**src/rtl/amo_responder.sv**
```systemverilog
// Atomic-memory-operation responder: runs one LR/SC/AMO at a time as a
// read-modify-write on a single-ported 64-bit memory bus, keeps the LR/SC
// reservation and returns a one-cycle acknowledge with the old value.
module amo_responder #(
  parameter int unsigned AddrWidth = 64,
  parameter int unsigned DataWidth = 64
) (
  input  logic                 clk_i,
  input  logic                 rst_i,
  input  logic                 amo_req_i,
  input  logic [3:0]           amo_op_i,
  input  logic [1:0]           amo_size_i,
  input  logic [AddrWidth-1:0] amo_operand_a_i,
  input  logic [DataWidth-1:0] amo_operand_b_i,
  output logic                 amo_ack_o,
  output logic [DataWidth-1:0] amo_result_o,
  output logic                 mem_req_o,
  input  logic                 mem_gnt_i,
  output logic                 mem_we_o,
  output logic [AddrWidth-1:0] mem_addr_o,
  output logic [DataWidth-1:0] mem_wdata_o,
  output logic [7:0]           mem_be_o,
  input  logic                 mem_rvalid_i,
  input  logic [DataWidth-1:0] mem_rdata_i
);

  localparam logic [3:0] OpNone = 4'd0;
  localparam logic [3:0] OpLr   = 4'd1;
  localparam logic [3:0] OpSc   = 4'd2;
  localparam logic [3:0] OpSwap = 4'd3;
  localparam logic [3:0] OpAdd  = 4'd4;
  localparam logic [3:0] OpAnd  = 4'd5;
  localparam logic [3:0] OpOr   = 4'd6;
  localparam logic [3:0] OpXor  = 4'd7;
  localparam logic [3:0] OpMax  = 4'd8;
  localparam logic [3:0] OpMaxu = 4'd9;
  localparam logic [3:0] OpMin  = 4'd10;
  localparam logic [3:0] OpMinu = 4'd11;

  typedef enum logic [2:0] {
    StIdle, StRdReq, StRdWait, StScCheck, StWrReq, StWrWait, StAck
  } state_e;

  state_e                 state_q, state_d;
  logic [3:0]             op_q;
  logic                   dbl_q;
  logic [AddrWidth-1:2]   addr_q;
  logic [DataWidth-1:0]   opb_q;
  logic [DataWidth-1:0]   rdata_q;
  logic [DataWidth-1:0]   result_q;
  logic                   res_valid_q;
  logic [AddrWidth-1:3]   res_line_q;
  logic                   res_half_q;
  logic                   res_dbl_q;

  logic                   accept;
  logic                   legal;
  logic                   sc_match;
  logic [31:0]            half_old;
  logic [31:0]            rd_half;
  logic [DataWidth-1:0]   old_u, old_s, opb_u, opb_s, alu;
  logic [DataWidth-1:0]   wdata;
  logic [7:0]             be;
  logic                   unused_addr_lsb;

  // Word ops ignore the byte offset within the 32-bit half.
  assign unused_addr_lsb = ^amo_operand_a_i[1:0];

  assign accept   = (state_q == StIdle) && amo_req_i;
  // Unknown op encodings are treated like an illegal size: acked with 0.
  assign legal    = amo_size_i[1] && (amo_op_i != OpNone) && (amo_op_i <= OpMinu);
  // SC must hit the same line, the same half and the same size as the LR.
  assign sc_match = res_valid_q && (res_line_q == addr_q[AddrWidth-1:3]) &&
                    (res_half_q == addr_q[2]) && (res_dbl_q == dbl_q);
  assign half_old = addr_q[2] ? rdata_q[63:32] : rdata_q[31:0];
  assign rd_half  = addr_q[2] ? mem_rdata_i[63:32] : mem_rdata_i[31:0];
  assign be       = dbl_q ? 8'hFF : (addr_q[2] ? 8'hF0 : 8'h0F);

  // Modify step: word ops extend both operands so one 64-bit datapath serves both sizes.
  always_comb begin
    old_u = dbl_q ? rdata_q : {32'b0, half_old};
    old_s = dbl_q ? rdata_q : {{32{half_old[31]}}, half_old};
    opb_u = dbl_q ? opb_q : {32'b0, opb_q[31:0]};
    opb_s = dbl_q ? opb_q : {{32{opb_q[31]}}, opb_q[31:0]};
    alu   = opb_u;
    case (op_q)
      OpAdd:  alu = old_u + opb_u;
      OpAnd:  alu = old_u & opb_u;
      OpOr:   alu = old_u | opb_u;
      OpXor:  alu = old_u ^ opb_u;
      OpMax:  alu = ($signed(old_s) < $signed(opb_s)) ? opb_u : old_u;
      OpMaxu: alu = (old_u < opb_u) ? opb_u : old_u;
      OpMin:  alu = ($signed(old_s) < $signed(opb_s)) ? old_u : opb_u;
      OpMinu: alu = (old_u < opb_u) ? old_u : opb_u;
      default: alu = opb_u; // SWAP and SC store operand b
    endcase
    // Word results are replicated; the byte enables pick the live half.
    wdata = dbl_q ? alu : {alu[31:0], alu[31:0]};
  end

  // State register.
  always_ff @(posedge clk_i or posedge rst_i) begin
    if (rst_i) state_q <= StIdle;
    else       state_q <= state_d;
  end

  // Next state and all outputs, decoded from the current state only.
  always_comb begin
    state_d      = state_q;
    amo_ack_o    = 1'b0;
    amo_result_o = '0;
    mem_req_o    = 1'b0;
    mem_we_o     = 1'b0;
    mem_addr_o   = '0;
    mem_wdata_o  = '0;
    mem_be_o     = '0;
    unique case (state_q)
      StIdle: begin
        if (amo_req_i) begin
          if (!legal)                state_d = StAck;
          else if (amo_op_i == OpSc) state_d = StScCheck;
          else                       state_d = StRdReq;
        end
      end
      StRdReq: begin
        mem_req_o  = 1'b1;
        mem_addr_o = {addr_q[AddrWidth-1:3], 3'b000};
        mem_be_o   = be;
        if (mem_gnt_i) state_d = StRdWait;
      end
      StRdWait: begin
        if (mem_rvalid_i) state_d = (op_q == OpLr) ? StAck : StWrReq;
      end
      StScCheck: state_d = sc_match ? StWrReq : StAck;
      StWrReq: begin
        mem_req_o   = 1'b1;
        mem_we_o    = 1'b1;
        mem_addr_o  = {addr_q[AddrWidth-1:3], 3'b000};
        mem_wdata_o = wdata;
        mem_be_o    = be;
        if (mem_gnt_i) state_d = StWrWait;
      end
      StWrWait: begin
        if (mem_rvalid_i) state_d = StAck;
      end
      StAck: begin
        amo_ack_o    = 1'b1;
        amo_result_o = result_q;
        state_d      = StIdle;
      end
      default: state_d = StIdle;
    endcase
  end

  // Request latch, read-data capture and result formation.
  always_ff @(posedge clk_i or posedge rst_i) begin
    if (rst_i) begin
      op_q     <= OpNone;
      dbl_q    <= 1'b0;
      addr_q   <= '0;
      opb_q    <= '0;
      rdata_q  <= '0;
      result_q <= '0;
    end else begin
      if (accept) begin
        op_q     <= amo_op_i;
        dbl_q    <= amo_size_i[0];
        addr_q   <= amo_operand_a_i[AddrWidth-1:2];
        opb_q    <= amo_operand_b_i;
        result_q <= '0;
      end
      if (state_q == StRdWait && mem_rvalid_i) begin
        rdata_q  <= mem_rdata_i;
        result_q <= dbl_q ? mem_rdata_i : {{32{rd_half[31]}}, rd_half};
      end
      if (state_q == StScCheck) begin
        result_q <= sc_match ? '0 : {{(DataWidth-1){1'b0}}, 1'b1};
      end
    end
  end

  // LR/SC reservation: set by LR data return, cleared by any SC or a write to the line.
  always_ff @(posedge clk_i or posedge rst_i) begin
    if (rst_i) begin
      res_valid_q <= 1'b0;
      res_line_q  <= '0;
      res_half_q  <= 1'b0;
      res_dbl_q   <= 1'b0;
    end else if (state_q == StRdWait && mem_rvalid_i && op_q == OpLr) begin
      res_valid_q <= 1'b1;
      res_line_q  <= addr_q[AddrWidth-1:3];
      res_half_q  <= addr_q[2];
      res_dbl_q   <= dbl_q;
    end else if (state_q == StScCheck) begin
      res_valid_q <= 1'b0;
    end else if (state_q == StWrWait && mem_rvalid_i &&
                 res_line_q == addr_q[AddrWidth-1:3]) begin
      res_valid_q <= 1'b0;
    end
  end

endmodule

```
**config.mk**
```make
export PLATFORM = sky130hd
export DESIGN_NAME = amo_responder
export DESIGN_NICKNAME = d
export VERILOG_FILES = /design/src/rtl/amo_responder.sv
export SDC_FILE = /design/constraint.sdc
export NUM_CORES = 1
export LEC_CHECK = 0
export ABC_AREA = 1
export BUFFER_PORTS_ARGS = -buffer_cell sky130_fd_sc_hd__buf_2
export CAP_MARGIN = 20
export CORE_ASPECT_RATIO = 1.1
export CORE_UTILIZATION = 47
export DETAILED_ROUTE_END_ITERATION = 7
export PLACE_DENSITY = 0.7
export SYNTH_ARGS = -nofsm -noshare
export SYNTH_HDL_FRONTEND = slang
export SYNTH_SLANG_ARGS = --single-unit
```
**constraint.sdc**
```tcl
create_clock -name clk_i -period 10.2 [get_ports clk_i]
set_input_delay 0.51 -clock clk_i [delete_from_list [all_inputs] [get_ports clk_i]]
set_output_delay 0.51 -clock clk_i [all_outputs]
set_load 0.1 [all_outputs]
```
==> metrics.yaml, run 1 <==
logic_synthesis:
  synth-seq-cells: 326
  ys_warn_count: 0
  synth_cell_types: 55
  async_flop_share_pct: 100
  synth.avg_cell_area_um2: 6.31
  synth_ff_type: "dfrtp_1"
  synthCells: 4598
  synth_edf_count: 0
  yosysSeqAreaShare_pct: 28.1
  synth_area_mm2: 0.0290
route:
  antenna_left: 0
  viasPerCell: 5.65
  drc: 0
  wire_per_inst_um: 21.8
  drt_iter0_drc: 3266
  met2_length_um: 53600
  dr_wl_met3_um: 12900
  wl_met1_um: 49200
  first_pass_iters: 7
  highest_layer: "met5"
  routed_wl_um: 125000
  num_vias: 32300
floorplan:
  pin_count: 406
  fp.dieArea_mm2: 0.0628
  core_area_mm2: 0.0611
  die_x_um: 239
  floorplan.initialDensity_pct: 47.5
  num_rows: 95
  die_height_um: 263
clock_tree:
  clock_sinks: 326
  cts.clk_slew.worst_paths_ns: 0.06
  cts_buffers: 38
  cts_setup_buffers: 0
  clockBufferDepth: 3
  cts_hold_buffers: 0
  cts_tree: "done"
  clock_tree.root_cell: "clkbuf_16"
  clkLatencyLatePin_ns: 0.59
  post_cts_resized: 0
  cts_max_level: 2
sta:
  max_freq_mhz: 118
  layout_min_cycle_time_ns: 8.49
  setup_tns_ns: 0
  worst_pin_slew_ns: 1.24
  rsz0062_at_grt: "no"
  slew_viol_final: 0
  report.final.hold_viol_count: 0
  finalSetupViolCount: 0
  max_slew_margin_pct: 17.0
  post-route-period-util_pct: 83.2
  fin_skew_ns: 0.0234
critical_path:
  slowest_stage: "dfrtp_2"
  worst-r2r-setup-slack_ns: 7.48
  crit_top_cell: "nand2_1"
  reg2reg_from: "state_q[1]$_DFFE_PP0P_"
  r2r-end: "res_line_q[33]$_DFFE_PP0P_"
  cp_num_buf_inv: 6
  cp.required_ns: 9.69
  critical_path_class: "reg2out"
  r2r_cells: 10
  critical-path-top-delay-family: "buffers and inverters"
  start_kind: "flop"
  cpPeakStageDelay_ns: 0.76
  crit_chain: "nor2_2 > inv_2 > o21ai_1 > ha_1 > inv_1 > a21oi_1 > o21a_1 > nand2_1 > a21oi_1 > nand2_1 > nand2_1 > nand3_1 > nand2_2 > buf_4 > buf_4 > o21ai_0 > o21ai_0 > inv_1 > nand2_1 > nand2_1 > nand2_1 > buf_2"
  endpoint_kind: "output pin"
  cp.arrival_ns: 7.98
  path_max_fanout: 64
placement:
  numPortBuffers: 400
  dp_hpwl_um: 94300
  gp_congestion: 1.09
global_routing:
  grt_max_degree: 259
  grt_pass1_wl_um: 185000
  antenna_found_initial: 21
  gr-total-overflow: 0
  grt_pass1_vias: 30100
  grt_usage_pct: 39.0
layout:
  area_growth_pct: 13.9
  final_cell_mix: "nand2_1, inv_1, nor2_1"
  nNetsFinal: 5295
  drive_gt1_share_pct: 11.7
  final_util_pct: 54.1
  layout_commonest_cell: "nand2_1"
run:
  max-cap-violations: 0
min_path:
  hold_path.class: "in2async"
outcome:
  status: "finished clean"
[flip-flops by register name, indices dropped and copies added (netlist names), 3 cells and up]
name	count
res_line_q	61
op_q	4
rdata_q	64
addr_q	62
result_q	64
opb_q	64
state_q	3
[how the worst max path moves through the flow]
stage | start | to | slack (ns) | depth (start not counted)
2_1_floorplan | rst_i | addr_q[10]$_DFFE_PP0P_ | 0.66 | 1
3_3_place_gp | dbl_q$_DFFE_PP0P_ | mem_wdata_o[31] | 2.70 | 20
3_5_place_dp | dbl_q$_DFFE_PP0P_ | mem_wdata_o[47] | 2.62 | 21
4_1_cts | dbl_q$_DFFE_PP0P_ | mem_wdata_o[47] | 2.00 | 21
5_1_grt | dbl_q$_DFFE_PP0P_ | mem_wdata_o[40] | 1.53 | 22
6_report | dbl_q$_DFFE_PP0P_ | mem_wdata_o[40] | 1.71 | 22
[logic make-up after synthesis]
logic type	share of synthesized area, %
compound gates	18.7
xor+xnor	1.78
fa+ha+maj	9.72
buf+inv	11.2
flops	28.1
mux	0.190
other cells	0.0129
simple gates	30.3
[layout make-up]
type	count	area, um2
Multi-Input combinational cell	3437	17700
Antenna cell	7	17.5
Clock buffer	51	1070
Sequential cell	326	8160
Timing Repair Buffer	460	2560
Fill cell	6381	28000
Inverter	604	2280
Clock inverter	19	256
Tap cell	824	1030
[worst register-to-register path: cells and delay by family, from the launching register on]
kind | cells | cell delay (ns)
buf+inv | 5 | 1.58
simple gates | 4 | 0.53
compound gates | 1 | 0.12
flops | 1 | 0.40
[metrics by stage]
stage	setup slack, ns	instance area [um2]	hold slack [ns]	std cells
2_1_floorplan	0.664	29000	0.465	4600
3_3_place_gp	2.70	31600	0.481	5647
3_5_place_dp	2.62	31700	0.493	5648
4_1_cts	2.00	33000	0.0386	5718
5_1_grt	1.53	33100	0.0637	5727
6_report	1.71	33100	0.0178	5728
[metal layers]
metal  global-route usage, %  vias up
li1                        -    15400
met1                    50.0    14900
met2                    58.7     1597
met3                    9.88      344
met4                    24.1       24
met5                       0        -
[Yosys cell counts (2+ instances only)]
cell type | number | area share (%)
inv_1 | 596 | 7.7
a211oi_1 | 33 | 0.85
nand2_1 | 1180 | 15
clkinv_1 | 2 | 0.026
buf_1 | 10 | 0.13
buf_2 | 31 | 0.53
nand3b_1 | 2 | 0.052
a31oi_1 | 2 | 0.043
nand3_1 | 310 | 5.3
xor2_1 | 14 | 0.42
a2111oi_0 | 3 | 0.091
o21ai_1 | 22 | 0.38
nor3_1 | 31 | 0.53
o21bai_1 | 15 | 0.39
nand2_2 | 8 | 0.17
xnor2_1 | 45 | 1.4
nor3b_1 | 2 | 0.052
a221oi_1 | 15 | 0.45
a21oi_1 | 245 | 4.2
a21boi_0 | 3 | 0.078
clkbuf_1 | 171 | 2.2
o21a_1 | 14 | 0.36
clkbuf_2 | 3 | 0.052
buf_4 | 15 | 0.39
mux2_2 | 4 | 0.16
o211ai_1 | 50 | 1.3
dfrtp_1 | 326 | 28
o22ai_1 | 87 | 1.9
o2111ai_1 | 9 | 0.27
a21o_1 | 4 | 0.10
ha_1 | 224 | 9.7
nor4_1 | 10 | 0.22
buf_6 | 3 | 0.12
nor2_1 | 562 | 7.3
or2_2 | 8 | 0.17
o21ai_0 | 469 | 8.1
inv_2 | 6 | 0.078
nand4_1 | 45 | 0.97
and3_1 | 2 | 0.043
a31o_2 | 2 | 0.060
Power of run 1 is not shown: default switching activity piles up to over one toggle a cycle in this logic, so the estimate is an artifact.
==> run 2, diff against run 1 <==
--- a/config.mk
+++ b/config.mk
@@ -11,7 +11,7 @@
 export CORE_ASPECT_RATIO = 1.1
 export CORE_UTILIZATION = 47
 export DETAILED_ROUTE_END_ITERATION = 7
-export PLACE_DENSITY = 0.7
+export PLACE_DENSITY = 0.67
 export SYNTH_ARGS = -nofsm -noshare
 export SYNTH_HDL_FRONTEND = slang
 export SYNTH_SLANG_ARGS = --single-unit
==> constraint.sdc (replaced) <==
create_clock -name clk_i -period 8.8 [get_ports clk_i]
set_input_delay 0.44 -clock clk_i [delete_from_list [all_inputs] [get_ports clk_i]]
set_output_delay 0.44 -clock clk_i [all_outputs]
set_load 0.1 [all_outputs]
==> metrics.yaml, run 2 (synthesized netlist as in run 1, its figures left out) <==
route:
  antenna_left: 0  # unchanged
  viasPerCell: 5.70  # +0.87%
  first_pass_iters: 8  # +1
  wire_per_inst_um: 22.2  # +1.9%
  num_vias: 32700  # +1.1%
  drt_iter0_drc: 3369  # +3.2%
  drc: 4  # +4
  routed_wl_um: 128000  # +2.1%
placement:
  numPortBuffers: 400  # unchanged
  gp_congestion: 1.10  # +1.0%
  pre_cts_ws_ns: 2.24  # -0.374 ns
  dp_hpwl_um: 96100  # +2.0%
  postPlaceCellArea_mm2: 0.0321  # +1.4%
clock_tree:
  cts_tree: "done"
  clock_tree.root_cell: "clkbuf_16"
  clockBufferDepth: 3  # unchanged
  cts.clk_slew.worst_paths_ns: 0.06  # about the same
  clock_sinks: 326  # unchanged
  clkLatencyLatePin_ns: 0.59  # about the same
  cts_max_level: 2  # unchanged
  cts_buffers: 36  # -5.3%
critical_path:
  r2r-end: "result_q[51]$_DFFE_PP0P_"
  start_kind: "flop"
  path_max_fanout: 15  # -77%
  worst-r2r-setup-slack_ns: 5.38  # -2.10 ns
  reg2reg_from: "state_q[1]$_DFFE_PP0P_"
  r2r_cells: 9  # -1
  endpoint_kind: "output pin"
  critical_path_class: "reg2out"
  cp.arrival_ns: 7.07  # -0.91 ns
  cp.required_ns: 8.36  # -1.33 ns
sta:
  finalSetupViolCount: 0  # unchanged
  setup_tns_ns: 0  # unchanged
  layout_min_cycle_time_ns: 7.51
  max_slew_margin_pct: 16.4  # -0.58 points
  worst_pin_slew_ns: 1.24  # +0.00383 ns
  final.setup.worst_slack_ns: 1.29  # -0.423 ns
  slew_viol_final: 0  # unchanged
  fin_skew_ns: 0.0209  # -0.00249 ns
  report.final.hold_viol_count: 0  # unchanged
  post-route-period-util_pct: 85.3
  max_freq_mhz: 133
  rsz0062_at_grt: "no"
layout:
  layout_commonest_cell: "nand2_1"
  drive_gt1_share_pct: 12.0  # +0.28 points
  final_util_pct: 54.7  # +0.52 points
  reg.largest.list: "opb_q (64), rdata_q (64), result_q (64)"
  fillers: 6355  # -0.41%
  area_growth_pct: 15.0
  nNetsFinal: 5312  # +0.32%
  fin_area_mm2: 0.0334  # +0.96%
  final_cell_mix: "nand2_1, inv_1, nor2_1"
global_routing:
  grt_pass1_vias: 30400  # +1.2%
  grt_pass1_wl_um: 189000  # +2.1%
  antenna_found_initial: 22  # +4.8%
  gr-total-overflow: 0  # unchanged
  grt_usage_pct: 39.9  # +0.90 points
  grt_max_degree: 128  # -51%
min_path:
  hold_start: "amo_operand_b_i[62]"
  min_path_cells: 3
  holdPathEnd: "opb_q[62]$_DFFE_PP0P_"
  hold_path.class: "in2reg"
floorplan:
  die_height_um: 263  # unchanged
  fp.dieArea_mm2: 0.0628  # unchanged
  die_x_um: 239  # unchanged
  floorplan.initialDensity_pct: 47.5  # unchanged
  num_rows: 95  # unchanged
  pin_count: 406  # unchanged
  core_area_mm2: 0.0611  # unchanged
outcome:
  failed_checks: "design-rule violations"
  status: "finished, violations left"
run:
  max-cap-violations: 0  # unchanged
==> run 2: changes by cell type in the layout (fill, tap and decap cells not counted), moves of 2 or more <==
cell and delta:
buf_12 +20, buf_2 -18, buf_4 +17, o21ai_0 +4
o21ai_1 -4, clkbuf_1 -3, clkbuf_16 -2, clkinv_2 +2
diode_2 +2, inv_6 -2
==> run 2: area by class of cell <==
cell class                 instances  area [um2]  share of cell area (%)
clock buffer                      46        1010                    3.02
tap                              824        1030                    3.09
antenna                            9        22.5                  0.0675
sequential                       326        8160                    24.4
timing repair buffer             479        2980                    8.93
inverter                         604        2270                    6.81
multi-input combinational       3437       17700                    53.0
clock inverter                    17         208                   0.622
==> run 2: through the flow <==
stage,hold slack [ns],std cells
finish,0.0499,5742
global route,0.0625,5740
CTS,0.0291,5730
detailed placement,0.489,5666
global placement,0.480,5657
floorplan,0.465,4600
==> run 2: timing repair <==
item                                   CTS  global route
setup buffers                            0             0
gates resized for setup                  0             0
hold buffers                             1             0
endpoints found under the hold margin   21             0
==> run 2: routing by layer <==
layer  GRT usage (%)  vias up  share of wire, %
li1                -    15400                 -
met1            51.3    15200                40
met2            60.3     1666                43
met3            10.6      341                11
met4            23.0       22               6.4
met5               0        -              0.12
==> run 2: worst max path at each step <==
stage                               start         endpoint  slack, ns
global route        addr_q[2]$_DFFE_PP0P_  mem_wdata_o[63]       1.22
finish              addr_q[2]$_DFFE_PP0P_  mem_wdata_o[63]       1.29
detailed placement  addr_q[2]$_DFFE_PP0P_  mem_wdata_o[63]       2.24
floorplan               dbl_q$_DFFE_PP0P_  mem_wdata_o[56]       3.35
CTS                 addr_q[2]$_DFFE_PP0P_  mem_wdata_o[63]       1.61
global placement    addr_q[2]$_DFFE_PP0P_  mem_wdata_o[63]       1.90
==> run 2: worst max-delay path, stage by stage (launching register included) <==
cell and delay [ns]:
dfrtp_1 0.39, inv_1 0.18, nor2_2 0.08, a22oi_2 0.58
o21ai_0 0.68, inv_1 0.27, ha_1 0.38, nor2_2 0.17
nand3_1 0.13, nor2_1 0.24, and3_1 0.20, nand2_1 0.06
nand2_1 0.33, nand2_1 0.16, nand2_1 0.14, nand2_2 0.29
nand2_2 0.20, nand2_1 0.47, buf_4 0.40, nor2_1 0.12
nor2_1 0.06, nand4_1 0.21, nand2_1 0.09, nand2_1 0.16
buf_2 0.47
Power of run 2 is left out for the same reason.
